`config.mk`:
```
export PLATFORM = sky130hd
export DESIGN_NAME = mult_mac_flat
export DESIGN_NICKNAME = d
export VERILOG_FILES = /design/src/rtl/mult_mac_if.sv /design/src/rtl/mult_mac.sv /design/src/flat_wrapper.sv
export SDC_FILE = /design/constraint.sdc
export NUM_CORES = 1
export LEC_CHECK = 0
export ABC_AREA = 1
export BUFFER_PORTS_ARGS = -buffer_cell sky130_fd_sc_hd__buf_2
export CAP_MARGIN = 10
export CORE_ASPECT_RATIO = 1.2
export CORE_MARGIN = 3
export CORE_UTILIZATION = 32
export CTS_BUF_LIST = sky130_fd_sc_hd__clkbuf_8
export DETAILED_ROUTE_END_ITERATION = 12
export PLACE_DENSITY_LB_ADDON = 0.2
export SYNTH_ARGS = -nofsm -noshare
export SYNTH_HDL_FRONTEND = slang
export SYNTH_SLANG_ARGS = --single-unit
```
`constraint.sdc`:
```
create_clock -name clk -period 4.7 [get_ports clk]
set_input_delay 1.41 -clock clk [delete_from_list [all_inputs] [get_ports clk]]
set_output_delay 1.41 -clock clk [all_outputs]
set_load 0.1 [all_outputs]
```
`src/rtl/mult_mac_if.sv`:
```
// Operand/result bundle for the mult_mac DSP hard block.
// The master side drives operand beats; the slave side (the MAC) returns results.
interface mult_mac_if #(
    parameter int WIDTH     = 8,
    parameter int ACC_WIDTH = 2*WIDTH+4
);
    logic                 in_valid;
    logic                 sign_a;
    logic                 sign_b;
    logic [WIDTH-1:0]     a;
    logic [WIDTH-1:0]     b;
    logic                 acc_en;
    logic                 acc_clr;
    logic                 out_valid;
    logic [ACC_WIDTH-1:0] y;
    logic                 ovf;

    modport master (
        output in_valid, sign_a, sign_b, a, b, acc_en, acc_clr,
        input  out_valid, y, ovf
    );

    modport slave (
        input  in_valid, sign_a, sign_b, a, b, acc_en, acc_clr,
        output out_valid, y, ovf
    );
endinterface

```
`src/rtl/mult_mac.sv`:
```
// Pipelined multiply-accumulate with per-operand signedness and overflow flag.
// Define MULT_MAC_SAT_EN to clamp the accumulator on overflow instead of wrapping.
module mult_mac #(
    parameter int WIDTH     = 8,
    parameter int ACC_WIDTH = 2*WIDTH+4,
    parameter int PIPE      = 1
) (
    input  logic       clk,
    input  logic       rst_n,
    mult_mac_if.slave  mac
);
    localparam int MSB = ACC_WIDTH-1;

    logic             o_valid;
    logic             o_sa;
    logic             o_sb;
    logic             o_en;
    logic             o_clr;
    logic [WIDTH-1:0] o_a;
    logic [WIDTH-1:0] o_b;

    always_ff @(posedge clk or negedge rst_n) begin
        if (!rst_n) begin
            o_valid <= 1'b0;
            o_sa    <= 1'b0;
            o_sb    <= 1'b0;
            o_en    <= 1'b0;
            o_clr   <= 1'b0;
            o_a     <= '0;
            o_b     <= '0;
        end else begin
            o_valid <= mac.in_valid;
            if (mac.in_valid) begin
                o_sa  <= mac.sign_a;
                o_sb  <= mac.sign_b;
                o_en  <= mac.acc_en;
                o_clr <= mac.acc_clr;
                o_a   <= mac.a;
                o_b   <= mac.b;
            end
        end
    end

    // One extra bit per operand lets a single signed multiplier cover every signedness mix.
    logic signed [WIDTH:0]       ext_a;
    logic signed [WIDTH:0]       ext_b;
    logic signed [2*WIDTH+1:0]   prod_full;
    logic signed [ACC_WIDTH-1:0] prod_ext;

    assign ext_a     = {o_sa & o_a[WIDTH-1], o_a};
    assign ext_b     = {o_sb & o_b[WIDTH-1], o_b};
    assign prod_full = ext_a * ext_b;
    assign prod_ext  = ACC_WIDTH'(prod_full);

    logic                 a_in_valid;
    logic                 a_in_en;
    logic                 a_in_clr;
    logic [ACC_WIDTH-1:0] a_in_prod;

    generate
        if (PIPE == 0) begin : g_nopipe
            assign a_in_valid = o_valid;
            assign a_in_en    = o_en;
            assign a_in_clr   = o_clr;
            assign a_in_prod  = prod_ext;
        end else begin : g_pipe
            logic                 pv [PIPE];
            logic                 pe [PIPE];
            logic                 pc [PIPE];
            logic [ACC_WIDTH-1:0] pp [PIPE];

            always_ff @(posedge clk or negedge rst_n) begin
                if (!rst_n) begin
                    for (int i = 0; i < PIPE; i++) begin
                        pv[i] <= 1'b0;
                        pe[i] <= 1'b0;
                        pc[i] <= 1'b0;
                        pp[i] <= '0;
                    end
                end else begin
                    pv[0] <= o_valid;
                    if (o_valid) begin
                        pe[0] <= o_en;
                        pc[0] <= o_clr;
                        pp[0] <= prod_ext;
                    end
                    for (int i = 1; i < PIPE; i++) begin
                        pv[i] <= pv[i-1];
                        if (pv[i-1]) begin
                            pe[i] <= pe[i-1];
                            pc[i] <= pc[i-1];
                            pp[i] <= pp[i-1];
                        end
                    end
                end
            end

            assign a_in_valid = pv[PIPE-1];
            assign a_in_en    = pe[PIPE-1];
            assign a_in_clr   = pc[PIPE-1];
            assign a_in_prod  = pp[PIPE-1];
        end
    endgenerate

    logic [ACC_WIDTH-1:0] acc;
    logic [ACC_WIDTH-1:0] sum;
    logic [ACC_WIDTH-1:0] acc_next;
    logic                 ovf_q;
    logic                 ovf_next;
    logic                 out_valid_q;
    logic                 accumulate;
    logic                 sum_ovf;

    assign accumulate = a_in_en & ~a_in_clr;
    assign sum        = acc + a_in_prod;
    assign sum_ovf    = (acc[MSB] == a_in_prod[MSB]) && (sum[MSB] != acc[MSB]);

    // A negative running sum can only overflow downward, so its sign picks the clamp rail.
    always_comb begin
        acc_next = a_in_prod;
        ovf_next = 1'b0;
        if (accumulate) begin
            ovf_next = sum_ovf;
`ifdef MULT_MAC_SAT_EN
            if (sum_ovf)
                acc_next = acc[MSB] ? {1'b1, {(ACC_WIDTH-1){1'b0}}} : {1'b0, {(ACC_WIDTH-1){1'b1}}};
            else
                acc_next = sum;
`else
            acc_next = sum;
`endif
        end
    end

    always_ff @(posedge clk or negedge rst_n) begin
        if (!rst_n) begin
            acc         <= '0;
            ovf_q       <= 1'b0;
            out_valid_q <= 1'b0;
        end else begin
            out_valid_q <= a_in_valid;
            if (a_in_valid) begin
                acc   <= acc_next;
                ovf_q <= ovf_next;
            end
        end
    end

    assign mac.y         = acc;
    assign mac.ovf       = ovf_q;
    assign mac.out_valid = out_valid_q;
endmodule

```
`src/flat_wrapper.sv`:
```
// flat-port wrapper written by rule: the top's interface ports become plain ports
module mult_mac_flat 
#(
    parameter int WIDTH     = 8,
    parameter int ACC_WIDTH = 2*WIDTH+4,
    parameter int PIPE      = 1
)
  (clk, rst_n, mac_in_valid, mac_sign_a, mac_sign_b, mac_a, mac_b, mac_acc_en, mac_acc_clr, mac_out_valid, mac_y, mac_ovf);
  mult_mac_if #(.WIDTH(WIDTH), .ACC_WIDTH(ACC_WIDTH)) mac_i ();
  input  logic clk;
  input  logic rst_n;
  input wire logic [$bits(mac_i.in_valid)-1:0] mac_in_valid;
  input wire logic [$bits(mac_i.sign_a)-1:0] mac_sign_a;
  input wire logic [$bits(mac_i.sign_b)-1:0] mac_sign_b;
  input wire logic [$bits(mac_i.a)-1:0] mac_a;
  input wire logic [$bits(mac_i.b)-1:0] mac_b;
  input wire logic [$bits(mac_i.acc_en)-1:0] mac_acc_en;
  input wire logic [$bits(mac_i.acc_clr)-1:0] mac_acc_clr;
  output wire logic [$bits(mac_i.out_valid)-1:0] mac_out_valid;
  output wire logic [$bits(mac_i.y)-1:0] mac_y;
  output wire logic [$bits(mac_i.ovf)-1:0] mac_ovf;
  assign mac_i.in_valid = mac_in_valid;
  assign mac_i.sign_a = mac_sign_a;
  assign mac_i.sign_b = mac_sign_b;
  assign mac_i.a = mac_a;
  assign mac_i.b = mac_b;
  assign mac_i.acc_en = mac_acc_en;
  assign mac_i.acc_clr = mac_acc_clr;
  assign mac_out_valid = mac_i.out_valid;
  assign mac_y = mac_i.y;
  assign mac_ovf = mac_i.ovf;
  mult_mac #(.WIDTH(WIDTH), .ACC_WIDTH(ACC_WIDTH), .PIPE(PIPE)) u_core (.clk(clk), .rst_n(rst_n), .mac(mac_i));
endmodule
```
==> results of run 1 <==
[layout make-up]
| class | count | area (sq um) | share of cell area (%) |
|---|---|---|---|
| well taps | 270 | 338 | 4.20 |
| inverters | 190 | 713 | 8.86 |
| flip-flops and latches | 64 | 1610 | 20.0 |
| clock inverters | 6 | 51.3 | 0.637 |
| clock buffers | 10 | 138 | 1.71 |
| multi-input cells | 644 | 4690 | 58.3 |
| repair buffers | 83 | 513 | 6.37 |
[synthesized netlist by cell type, drive strengths merged]
cell	n	area, sq um
nor2	66	268
inv	190	713
o211ai	1	7.51
buf	8	43.8
nand3b	1	7.51
o31ai	1	7.51
xnor2	7	61.3
o21a	1	7.51
or2	1	6.26
nand3	43	235
o21bai	5	37.5
nor3	2	10.0
and2	1	6.26
dfrtp	64	1600
mux2	11	124
nand4	4	25.0
clkbuf	22	82.6
xor2	10	87.6
fa	71	1420
a21oi	34	174
o21ai	42	210
nand2	280	1070
ha	57	713
a21o	4	30.0
a31oi	2	12.5
[state kept, by name, indices dropped and copies added (netlist names)]
signal                flops
u_core.mac.ovf            1
u_core.a_in_clr           1
u_core.o_clr              1
u_core.a_in_prod         18
u_core.o_b                8
u_core.o_sb               1
u_core.mac.y             20
u_core.mac.out_valid      1
u_core.a_in_en            1
u_core.o_a                8
u_core.o_valid            1
u_core.o_en               1
u_core.a_in_valid         1
u_core.o_sa               1
[kinds of logic after synthesis]
logic type | count (synthesis)
adders and majority gates | 128
AOI/OAI and AO/OA | 90
muxes | 11
xor gates and xnor gates | 17
DFF | 64
buffers and inverters | 220
and+or+nand+nor | 398
[critical path: stages, from the launching register on]
cell	delay (ps)
dfrtp_1	500
nand2_1	120
fa_1	510
fa_1	500
inv_1	60
fa_1	500
fa_1	540
inv_1	50
fa_1	530
inv_1	60
ha_4	250
a21oi_2	130
nand2_1	130
nand2_1	120
nand2_1	70
a21oi_2	120
xor2_1	140
o21ai_0	80
[per-layer routing]
| layer | routed length [um] | vias to the layer above | track usage [%] |
|---|---|---|---|
| met1 | 7810 | 2738 | 18.6 |
| met2 | 9600 | 76 | 29.6 |
| met4 | 420 | 0 | 5.31 |
| met5 | 0 | - | 0 |
| met3 | 500 | 29 | 2.17 |
| li1 | - | 2933 | - |
[repair_timing]
item	4_1_cts	5_1_grt
endpoints found under the hold margin	0	0
setup endpoints to repair	0	8
gates resized for setup	0	36
setup buffers	0	5
[power breakdown]
| group | switching [uW] | leakage [uW] | internal (uW) |
|---|---|---|---|
| logic | 2920 | 0.00359 | 1710 |
| registers | 178 | 0.000770 | 723 |
| clock network | 265 | 0.0000935 | 212 |
| total | 3360 | 0.00445 | 2650 |
[final timing paths]
path	cells after the start	startpoint	endpoint
worst max-delay path	17	u_core.o_b[4]	u_core.a_in_prod[11]
worst min-delay path	2	u_core.mac.ovf	u_core.mac.ovf
worst max register to register	17	u_core.o_b[4]	u_core.a_in_prod[11]
worst min register to register	2	u_core.mac.ovf	u_core.mac.ovf
max in group asynchronous	2	rst_n	u_core.o_b[3]
min in group asynchronous	1	rst_n	u_core.mac.y[3]
[metrics by stage]
stage          instances  TNS (ps)  hold slack (ps)
6_report            1267         0              478
5_1_grt             1267     -94.8              534
4_1_cts             1262         0              491
3_5_place_dp        1246         0              470
3_3_place_gp        1246         0              466
2_1_floorplan        928         0              349
==> flow_summary.json, run 1 <==
{
  "synthToLayoutAreaGrowth_pct": 15.7,
  "synth_top_family_by_area": "adder cells",
  "first_pass_iters": 5,
  "p_leak_uw": 0.00445,
  "pre_cts_ws_ps": 35.5,
  "simple_gate_portion_of_the_synthesized_area_pct": 23.3,
  "die_width_um": 141,
  "wl_per_instance_um": 14.5,
  "final_core_util_pct": 38.0,
  "timing.critical_path.fanout_max": 5,
  "syn-mean-instance-area_sq_um": 7.50,
  "post-route-cell-area_sq_um": 8050,
  "max_slew_margin_pct": 33.4,
  "core_region_area_sq_um": 21200,
  "final_critical_path_setup_slack_ps": 144,
  "cts_root_buffer": "clkbuf_8",
  "clkSlewWorstSetupHoldPaths_ps": 70,
  "worstSetupStartpointType": "register",
  "synthMuxAreaShare_pct": 1.78,
  "fillerInstances": 2256,
  "cts_hold_buf": 0,
  "routed-via-count": 5776,
  "post_synth_xor_area_fraction_pct": 2.14,
  "cts-htree-levels": 3,
  "ff2ff_setup_slack_ps": 140,
  "floorplan.die_area_sq_um": 23600,
  "grt_antenna_before_repair": 0,
  "io-pin-count": 45,
  "dp_hpwl_mm": 15.0,
  "timing.max_cap.violations": 0,
  "period_share_pct": 96.9,
  "synth_fa_ha_area_share_pct": 30.7,
  "grt_pass1_wl_mm": 29.6,
  "tightest_slew_ps": 998,
  "antenna-diode-count": 0,
  "globalRouteTotalUtil_pct": 15.9,
  "drive_above_1_share_pct": 16.6,
  "final-setup-viol-count": 0,
  "cts_max_path_buffers": 2,
  "initial_core_util_pct": 32.8,
  "detailed_route_vias_per_instance": 4.56,
  "outcome": "finished, final reports clean",
  "yosysWarnings": 0,
  "syn-num-nets": 1079,
  "power_per_cell_area_nw_per_um2": 747,
  "tritoncts": "built",
  "holdCritPathClass": "reg2reg",
  "insertion_delay_ps": 380,
  "drcViolationCount": 0,
  "synth-compound-area-share_pct": 6.99,
  "critPathKind": "reg2reg",
  "netlist-cell-type-count": 33,
  "grt_overflow": 0,
  "num-nets-final": 1143,
  "end_kind": "register",
  "vias_in_the_first_global_route": 5812,
  "numCtsBuffers": 9,
  "floorplan.die.height_um": 168,
  "mappedNetlistArea_sq_um": 6960,
  "io_buffer_count": 44,
  "register_bit_count_reported_by_yosys": 64,
  "slew_violations": 0,
  "cp.required_ps": 4920,
  "grt_start_max_net_pins": 42,
  "total_power_uw": 6010,
  "max_clock_freq_mhz": 219,
  "mostFrequentLayoutCell": "nand2_1",
  "skew_ps": 16.8,
  "first_iter_violations": 200,
  "totalWireLength_mm": 18.3,
  "final_cell_mix": "nand2_1, inv_1, fa_1",
  "syn-instance-count": 928,
  "postRouteAntennaNets": 0,
  "clock-sinks": 64,
  "grt_setup_unrepaired": "true",
  "cp.arrival_ps": 4780,
  "std_cell_rows": 58,
  "final.min_clock_period_ps": 4560,
  "vdd_drop_max_mv": 0.414,
  "synth_sequential_area_ratio_pct": 23.0,
  "place_area_sq_um": 7650,
  "gp_congestion": 0.867,
  "final-hold-violation-count": 0
}
(Power assumes the default switching activity.)
==> inputs of run 2 (changes only) <==
- CORE_ASPECT_RATIO: 1.2 -> 0.7
- clock period: 4.7 -> 5.2 ns (I/O delays scaled with it)
==> run 2 against run 1 <==
  * Flip-flop and latch count unchanged
  * Design area decreased by 4.2%
  * Sequential share of layout area grew 0.82 points
  * Global-route usage fell by 0.73 points
  * Clock power decreased by 4.6%
  * Via count down 2.3%
  * Die area about the same
  * Non-clock buffer count fell by 24
  * Critical path depth is 2 higher
  * Utilization decreased by 1.3 points
  * Final cell count decreased by 1.4%
  * Sequential power down 9.5%
==> flow_summary.json, run 2 (synthesis gave the netlist of run 1 again) <==
{
  "outcome": "finished, final reports clean",
  "tritoncts": "built",
  "final-setup-viol-count": 0,
  "skew_ps": 12.6,
  "cts_root_buffer": "clkbuf_8",
  "critical_path.endpoint": "u_core.a_in_prod[11]",
  "core_region_area_sq_um": 21000,
  "vdd_drop_max_mv": 0.221,
  "r2r_cells": 19,
  "combPwrFrac_pct": 74.2,
  "timing.critical_path.slowest_stage_cell": "fa_1",
  "drive_above_1_share_pct": 10.9,
  "largest_reg_flops": 20,
  "timing.critical_path.slowest_cell_delay_ps": 550,
  "slew_violations": 0,
  "end_kind": "register",
  "io_buffer_count": 44,
  "synthToLayoutAreaGrowth_pct": 10.8,
  "finish.cell_count_without_fillers": 1249,
  "cts-htree-levels": 3,
  "regToRegEndpoint": "u_core.a_in_prod[11]",
  "mostFrequentLayoutCell": "nand2_1",
  "power_per_cell_area_nw_per_um2": 638,
  "vias_in_the_first_global_route": 5393,
  "grt_overflow": 0,
  "wl_per_instance_um": 13.5,
  "fin_tns_setup_ps": 0,
  "dp_cells": 1233,
  "critical_path.reg2reg.startpoint": "u_core.o_b[7]",
  "pwr-share-seq_pct": 16.6,
  "postRouteAntennaNets": 0,
  "power.net_switching_uw": 2800,
  "grt_pass1_wl_mm": 28.3,
  "startpoint": "u_core.o_b[7]",
  "cp.required_ps": 5430,
  "tightest_slew_ps": 1100,
  "clkSlewWorstSetupHoldPaths_ps": 80,
  "grt_setup_unrepaired": "false",
  "crit_family": "adder cells",
  "max_slew_margin_pct": 26.6,
  "postCtsSetupRepairBufs": 0,
  "globalRouteTotalUtil_pct": 15.2,
  "grt_antenna_before_repair": 0,
  "period_share_pct": 93.4,
  "critPathKind": "reg2reg",
  "multi_input_combinational_cell_area_sq_um": 4520,
  "holdCritPathClass": "reg2reg",
  "max_clock_freq_mhz": 206,
  "insertion_delay_ps": 370,
  "initial_core_util_pct": 33.1,
  "drcViolationCount": 0,
  "first_pass_iters": 5,
  "cts_hold_buf": 0,
  "final-hold-violation-count": 0,
  "clock-sinks": 64,
  "switching_share_pct": 56.9,
  "fillerInstances": 2268,
  "numCtsBuffers": 9,
  "floorplan.die.height_um": 129,
  "first_iter_violations": 376,
  "gp_congestion": 0.868,
  "regArea_sq_um": 1600,
  "cts_max_path_buffers": 2,
  "grt_start_max_net_pins": 42,
  "num-nets-final": 1119,
  "final_core_util_pct": 36.7,
  "post_cts_resized": 0,
  "floorplan.die_area_sq_um": 23600,
  "ff2ff_setup_slack_ps": 340,
  "timing.max_cap.violations": 0,
  "cp_num_cells": 19,
  "final_cell_mix": "nand2_1, inv_1, fa_1",
  "timing.critical_path.cells": "nand2_1, inv_1, nand2_1, fa_1, fa_1, inv_1, fa_1, fa_1, inv_1, fa_1, inv_1, ha_1, a21oi_1, nand2_1, nand2_1, nand2_1, a21oi_1, xor2_1, o21ai_0",
  "std_cell_rows": 44,
  "pwr-share-clk_pct": 9.3,
  "p_leak_uw": 0.00434,
  "totalWireLength_mm": 16.8,
  "detailed_route_vias_per_instance": 4.52,
  "io-pin-count": 45,
  "antenna-diode-count": 0,
  "final.min_clock_period_ps": 4860,
  "worstSetupStartpointType": "register",
  "routed-via-count": 5644,
  "post-route-cell-area_sq_um": 7710,
  "dp_hpwl_mm": 14.0,
  "die_width_um": 182,
  "cp.arrival_ps": 5080,
  "critPathBufInv": 4,
  "timing.critical_path.fanout_max": 6,
  "cell_internal_pwr_uw": 2120,
  "place_area_sq_um": 7510
}
run 2: cell types whose count changed in the layout (fill, tap and decap cells not counted), moves of 4 or more:
| cell | previous run | this run |
|---|---|---|
| ha_4 | 9 | 0 |
| nor2_1 | 54 | 58 |
| nor2_2 | 12 | 8 |
| inv_2 | 7 | 2 |
| ha_1 | 48 | 57 |
| inv_1 | 183 | 189 |
| dfrtp_2 | 4 | 0 |
| buf_4 | 39 | 15 |
| dfrtp_1 | 60 | 64 |
run 2: stage by stage:
stage | power [uW] | hold slack (ps) | worst slack (ps)
2_1_floorplan | 3740 | 349 | 348
5_1_grt | 5500 | 521 | 20.4
4_1_cts | 4990 | 483 | 319
6_report | 4920 | 479 | 345
3_3_place_gp | 4470 | 462 | 441
3_5_place_dp | 4500 | 460 | 329
run 2: power groups by stage:
| stage | registers [uW] | logic [uW] | clock network [uW] |
|---|---|---|---|
| finish | 815 | 3650 | 456 |
| global route | 840 | 4170 | 493 |
| CTS | 819 | 3690 | 477 |
| detailed placement | 827 | 3680 | 0 |
| global placement | 825 | 3640 | 0 |
| floorplan | 1250 | 2480 | 0 |
run 2: worst min-delay path by stage:
stage	from	end	depth (start not counted)
after detailed placement	u_core.mac.ovf	u_core.mac.ovf	2
final	u_core.mac.ovf	u_core.mac.ovf	2
after global routing	u_core.mac.ovf	u_core.mac.ovf	2
after CTS	u_core.mac.ovf	u_core.mac.ovf	2
after global placement	u_core.mac.ovf	u_core.mac.ovf	2
after floorplan	u_core.o_valid	u_core.a_in_valid	0
run 2: layout make-up:
cell class              count  area share (%)
inverters                 190            9.25
repair buffers             59            4.32
multi-input cells         644            58.6
well taps                 276            4.48
flip-flops and latches     64            20.8
clock buffers              10            1.79
clock inverters             6           0.779
run 2: worst reg2reg max path, cell delays in order (launching register included):
cell,delay (ps)
dfrtp_1,470
nand2_1,120
inv_1,90
nand2_1,80
fa_1,510
fa_1,550
inv_1,60
fa_1,500
fa_1,540
inv_1,50
fa_1,520
inv_1,40
ha_1,350
a21oi_1,160
nand2_1,130
nand2_1,110
nand2_1,50
a21oi_1,140
xor2_1,150
o21ai_0,80
run 2: layer usage:
metal / global-route usage (%) / routed length [um] / vias up / part of all wire [%]
li1: - / - / 2883 / -
met1: 24.1 / 9420 / 2664 / 56
met2: 20.7 / 6510 / 87 / 39
met3: 3.37 / 766 / 10 / 4.5
met4: 3.22 / 150 / 0 / 0.89
met5: 0 / 0 / - / 0
